**config.mk**
```make
export PLATFORM = sky130hd
export DESIGN_NAME = pipeline_hazard_ctrl
export DESIGN_NICKNAME = d
export VERILOG_FILES = /design/src/rtl/pipeline_hazard_ctrl.sv
export SDC_FILE = /design/constraint.sdc
export NUM_CORES = 1
export LEC_CHECK = 0
export BUFFER_PORTS_ARGS = -buffer_cell sky130_fd_sc_hd__buf_2
export CAP_MARGIN = 10
export CORE_ASPECT_RATIO = 1.2
export CORE_MARGIN = 8
export CORE_UTILIZATION = 45
export DETAILED_ROUTE_END_ITERATION = 8
export MAX_ROUTING_LAYER = met4
export PLACE_DENSITY = 0.78
export SYNTH_ARGS = -nofsm -noshare
export SYNTH_HDL_FRONTEND = slang
export SYNTH_SLANG_ARGS = --single-unit
```
**constraint.sdc**
```tcl
create_clock -name CLK -period 2.6 [get_ports CLK]
set_input_delay 0.39 -clock CLK [delete_from_list [all_inputs] [get_ports CLK]]
set_output_delay 0.39 -clock CLK [all_outputs]
set_load 0.02 [all_outputs]
```
**src/rtl/pipeline_hazard_ctrl.sv**
```systemverilog
// Pipeline hazard controller: per-stage stall/flush, RAW policy,
// exception drain/insert sequencing, halt and stall-cycle counter.
module pipeline_hazard_ctrl #(
    parameter int NSTAGES = 4,
    parameter int ADDR_W  = 32,
    parameter int FWD_EN  = 1,
    parameter int CNT_W   = 16
) (
    input  logic               CLK,
    input  logic               nRST,
    input  logic [NSTAGES-1:0] stage_valid,
    input  logic [NSTAGES-1:0] stage_busy,
    input  logic               queue_full,
    input  logic [4:0]         rs1_e,
    input  logic [4:0]         rs2_e,
    input  logic [4:0]         rd_m,
    input  logic               reg_write_m,
    input  logic               dren_m,
    input  logic               mispredict,
    input  logic               serialize_req,
    input  logic               exception_req,
    input  logic [ADDR_W-1:0]  tvec,
    input  logic               halt_req,
    output logic [NSTAGES-1:0] stall,
    output logic [NSTAGES-1:0] flush,
    output logic               pc_en,
    output logic               npc_sel,
    output logic               rollback,
    output logic               insert_priv_pc,
    output logic [ADDR_W-1:0]  priv_pc,
    output logic               suppress_iren,
    output logic               halted,
    output logic [CNT_W-1:0]   stall_count
);

    localparam int MEM = NSTAGES - 1;
    localparam int EX  = NSTAGES - 2;

    localparam logic [NSTAGES-1:0] ALL   = '1;
    localparam logic [NSTAGES-1:0] FRONT = ALL >> 1;
    localparam logic [NSTAGES-1:0] MEMB  = ALL ^ FRONT;
    localparam logic [NSTAGES-1:0] FETCH = {{(NSTAGES-1){1'b0}}, 1'b1};
    localparam logic [CNT_W-1:0]   CMAX  = '1;

    typedef enum logic [2:0] {
        S_RUN,
        S_DRAIN,
        S_INSERT,
        S_IFLUSH,
        S_HALTED
    } state_t;

    state_t state, state_n;

    logic [NSTAGES-1:0] hold;
    logic [NSTAGES-1:0] stall_c;
    logic [NSTAGES-1:0] flush_c;
    logic               pc_en_c;
    logic               npc_c;
    logic               rb_c;
    logic               ins_c;
    logic               sup_c;
    logic               halt_c;
    logic               latch_pc;

    logic raw_any;
    logic hazard;
    logic ev_halt;
    logic ev_exc;
    logic ev_ser;
    logic ev_mis;
    logic unused_valid;

    assign unused_valid = ^stage_valid;

    assign raw_any = stage_valid[EX] & stage_valid[MEM]
                   & reg_write_m & (rd_m != 5'd0)
                   & ((rd_m == rs1_e) | (rd_m == rs2_e));

    assign hazard = (FWD_EN != 0) ? (raw_any & dren_m) : raw_any;

    assign ev_halt = halt_req      & stage_valid[MEM];
    assign ev_exc  = exception_req & stage_valid[MEM];
    assign ev_ser  = serialize_req & stage_valid[MEM];
    assign ev_mis  = mispredict    & stage_valid[MEM];

    // Back-pressure chain: a busy stage holds itself and all older stages
    always_comb begin
        hold = '0;
        hold[MEM] = stage_busy[MEM];
        for (int i = MEM - 1; i >= 0; i--) begin
            hold[i] = stage_busy[i] | hold[i+1];
            if (i == 1 && NSTAGES >= 4) begin
                hold[i] = hold[i] | (queue_full & stage_valid[1]);
            end
        end
    end

    // Next-state and per-stage control decode
    always_comb begin
        state_n  = state;
        stall_c  = '0;
        flush_c  = '0;
        pc_en_c  = 1'b0;
        npc_c    = 1'b0;
        rb_c     = 1'b0;
        ins_c    = 1'b0;
        sup_c    = 1'b0;
        halt_c   = 1'b0;
        latch_pc = 1'b0;
        case (state)
            S_RUN: begin
                if (ev_halt) begin
                    stall_c = hold;
                    flush_c = FRONT;
                    state_n = S_HALTED;
                end else if (ev_exc) begin
                    latch_pc = 1'b1;
                    if (stage_busy[MEM]) begin
                        stall_c = ALL;
                        state_n = S_DRAIN;
                    end else begin
                        flush_c = ALL;
                        state_n = S_INSERT;
                    end
                end else if (ev_ser && !hold[MEM]) begin
                    rb_c    = 1'b1;
                    flush_c = FRONT;
                    pc_en_c = 1'b1;
                end else if (ev_mis && !hold[MEM]) begin
                    npc_c   = 1'b1;
                    flush_c = FRONT;
                    pc_en_c = 1'b1;
                end else if (hazard && !hold[MEM]) begin
                    stall_c = FRONT;
                    flush_c = MEMB;
                end else begin
                    stall_c = hold;
                    pc_en_c = !hold[0];
                end
            end
            S_DRAIN: begin
                stall_c = ALL;
                if (!stage_busy[MEM]) begin
                    flush_c = ALL;
                    state_n = S_INSERT;
                end
            end
            S_INSERT: begin
                ins_c   = 1'b1;
                pc_en_c = 1'b1;
                flush_c = ALL;
                state_n = stage_busy[0] ? S_IFLUSH : S_RUN;
            end
            S_IFLUSH: begin
                sup_c   = 1'b1;
                flush_c = FETCH;
                if (!stage_busy[0]) begin
                    state_n = S_RUN;
                end
            end
            S_HALTED: begin
                halt_c  = 1'b1;
                stall_c = ALL;
                sup_c   = 1'b1;
            end
            default: begin
                state_n = S_RUN;
            end
        endcase
    end

    assign stall          = nRST ? (stall_c & ~flush_c) : '0;
    assign flush          = nRST ? flush_c : '0;
    assign pc_en          = nRST & pc_en_c;
    assign npc_sel        = nRST & npc_c;
    assign rollback       = nRST & rb_c;
    assign insert_priv_pc = nRST & ins_c;
    assign suppress_iren  = nRST & sup_c;
    assign halted         = nRST & halt_c;

    // State register
    always_ff @(posedge CLK or negedge nRST) begin
        if (!nRST) begin
            state <= S_RUN;
        end else begin
            state <= state_n;
        end
    end

    // Trap vector capture on exception entry
    always_ff @(posedge CLK or negedge nRST) begin
        if (!nRST) begin
            priv_pc <= '0;
        end else if (latch_pc) begin
            priv_pc <= tvec;
        end
    end

    // Saturating count of fetch-stall cycles, frozen while halted
    always_ff @(posedge CLK or negedge nRST) begin
        if (!nRST) begin
            stall_count <= '0;
        end else if (stall[0] && state != S_HALTED
                     && stall_count != CMAX) begin
            stall_count <= stall_count + 1'b1;
        end
    end

endmodule

```
==> metrics.md <==
| Metric | Value |
|---|---|
| Outcome | `finished clean` |
| Post-Syn Area per Cell | `11.1 sq um` |
| Via count of the routed design | `around 2300` |
| Row count | `30` |
| Worst Reg-to-Reg Cells | `7` |
| Placer Congestion | `0.834` |
| Critical Path Max Stage Delay | `410 ps` |
| Setup TNS | `0 ps` |
| Most common cell after layout, fill and taps aside | `buf_2` |
| Clk sinks | `51` |
| Yosys warning count | `0` |
| PortBufs | `around 120` |
| Post-CTS Setup Inserts | `0` |
| Final setup violation count | `0` |
| Max clock buf depth | `2` |
| Die ar. | `8560 sq um` |
| VDD IR max | `362 uV` |
| Critical path class | `input pin to output pin` |
| Clock slew at reported path FFs | `100 ps` |
| Hold_ws | `228 ps` |
| H-tree depth | `2` |
| Synthesized flop and latch total | `51` |
| Initial Util | `0.464` |
| Nets | `between 400 and 500` |
| Met2 WL post-DR | `3.38 mm` |
| EDFF count, synth | `0` |
| Antenna Nets Post-Route | `0` |
| DR vias/cell | `5.11` |
| Share of layout cells above drive strength 1 | `0.520` |
| Core area | `5670 sq um` |
| Yosys cell types | `49` |
| CP dominant cell by count | `buf_2` |
| Worst Tran Pin Value | `663 ps` |
| Met3 wire length | `425 um` |
| Cell count after synthesis | `236` |
| Critical Path Stages | `7` |
| Async set-reset flop share out of synthesis | `1.00` |
| Req. time, crit path | `2210 ps` |
| Crit-path max FO | `16` |
| Clk_lat worst skew | `300 ps` |
| Syn Std Cell Area | `roughly 2600 sq um` |
| Largest net degree at the start of global routing | `55` |
| Worst r2r src | `stall_count[6]` |
| Worst Setup Start Kind | `input pin` |
| Worst setup EP type | `output pin` |
| Top Family by Delay on Critical Path | `compound AO/OA/AOI/OAI gates` |
| Syn_nets | `301` |
| Seq/Total Area, Yosys | `0.485` |
| Drt wl/cell | `14.8 um` |
| Pwr per Cell Area | `between 800 and 900 nW/um^2` |
| Post-synth top flop | `dfrtp_1` |
| CP Buf/Inv Count | `3` |
| Crit path cell chain | `buf_2, buf_4, a2111o_1, or2_2, o21ai_1, o31ai_4, buf_2` |
| Die width | `between 80 and 90 um` |
| Max-slew violations | `0` |
| Pwr Total | `between 2000 and 3000 uW` |
| Die Ht | `99.8 um` |
| Ports | `126` |
| DRC errors left | `0` |
| First-pass GRT wire length | `between 10 and 15 mm` |
| Number of global-route vias before repair | `2432` |
| Tot GR Track Use | `0.165` |
| CTS tree | `built` |
| Top sig layer | `met4` |
| Pleak | `0.00179 uW` |
| Initial antenna violation count | `0` |
| Wirelength, routed | `6.75 mm` |
| Hpwl dp | `5.33 mm` |
| Hold Path Class | `input pin to asynchronous set/reset pin` |
| Ant. Diodes | `0` |
| Period utilization | `0.957` |
| Root Buffer Master | `clkbuf_8` |
| Maximum clock frequency | `0.402 GHz` |
| CP arrival | `2100 ps` |
| Reg2reg end | `stall_count[1]` |
| Area grow syn2layout | `35.5%` |
| CP max stage cell | `a2111o_1` |
| Commonest cells after routing, fill and taps aside | `buf_2 (124), dfrtp_1 (51), mux2_2 (32)` |
| Hold buffer count at CTS | `0` |
| Max Clock Skew | `12.3 ps` |
| Max-Cap Viols | `0` |
| Slew HR | `0.558` |
| Met1 wire length | `about 2.9 mm` |
| Final Hold Fails | `0` |
| CTS Buf Count | `5` |
| TritonRoute pass-1 iters | `4` |
| Total grt overflow | `0` |
| Initial DRC count | `67` |
| Min cycle time layout | `2490 ps` |
| R2R Setup Slk | `390 ps` |
| RSZ-0062 raised after global routing | `false` |
sequential cells by signal, summed over array words and instances (netlist names):
name         flops
priv_pc         32
stall_count     16
state            3
cells by family after synthesis:
kind of cell,after synthesis,share of synthesized area
adders and majority gates,1,0.00475
and+or+nand+nor,79,0.166
muxes,34,0.146
buffers and inverters,16,0.0295
xor gates and xnor gates,26,0.0865
DFF,51,0.485
AOI/OAI and AO/OA,29,0.0813
report_power, final:
part	switching, uW	leakage [uW]	internal (uW)
sequential	139	0.000652	1060
clock	260	0.0000618	317
combinational	637	0.00107	461
total	1040	0.00179	1840
metal layers:
layer  track usage  vias up
li1              -     1112
met1         0.194     1133
met2         0.274       72
met3        0.0396        7
met4        0.0432        0
met5             -        -
how the worst max path moves through the flow:
stage | from | end
2_1_floorplan | stage_busy[3] | flush[2]
3_3_place_gp | serialize_req | stall_count[1]
3_5_place_dp | rd_m[0] | stall_count[1]
4_1_cts | stage_busy[3] | stall[0]
5_1_grt | rd_m[1] | stall[1]
6_report | stage_busy[3] | stall[0]
timing repair:
item                                    4_1_cts  5_1_grt
pin swaps                                     0        1
endpoints found under the setup margin        1        1
cloned                                        0        0
gates resized for setup                       1        2
cells in the mapped netlist, types with 5 or more instances:
cell type  instances  area [sq um]
mux2_2            32           360
o21ai_0            6          30.0
nor3_1             5          25.0
a21oi_1            6          30.0
xnor2_1           25           219
nand3_1           11          55.1
dfrtp_1           51          1280
nand2_1           15          56.3
clkbuf_1           6          22.5
nand4_1            5          31.3
nor2_1            14          52.6
and3_1             6          37.5
through the flow:
stage | worst slack [ps] | instances | util | area (sq um)
3_3_place_gp | -71.1 | 447 | 0.606 | 3430
3_5_place_dp | -88.3 | 447 | 0.606 | 3430
6_report | 112 | 455 | 0.629 | 3570
5_1_grt | 44.5 | 455 | 0.629 | 3570
2_1_floorplan | 348 | 236 | - | 2630
4_1_cts | 17.9 | 455 | 0.628 | 3560
final cells by class:
type                       instances  area [sq um]
sequential                        51          1280
fill                             488          2100
tap                               80           100
multi-input combinational        169          1290
inverter                           4          15.0
timing repair buffer             143           763
clock inverter                     2          38.8
clock buffer                       6          82.6
(Power assumes the default switching activity.)
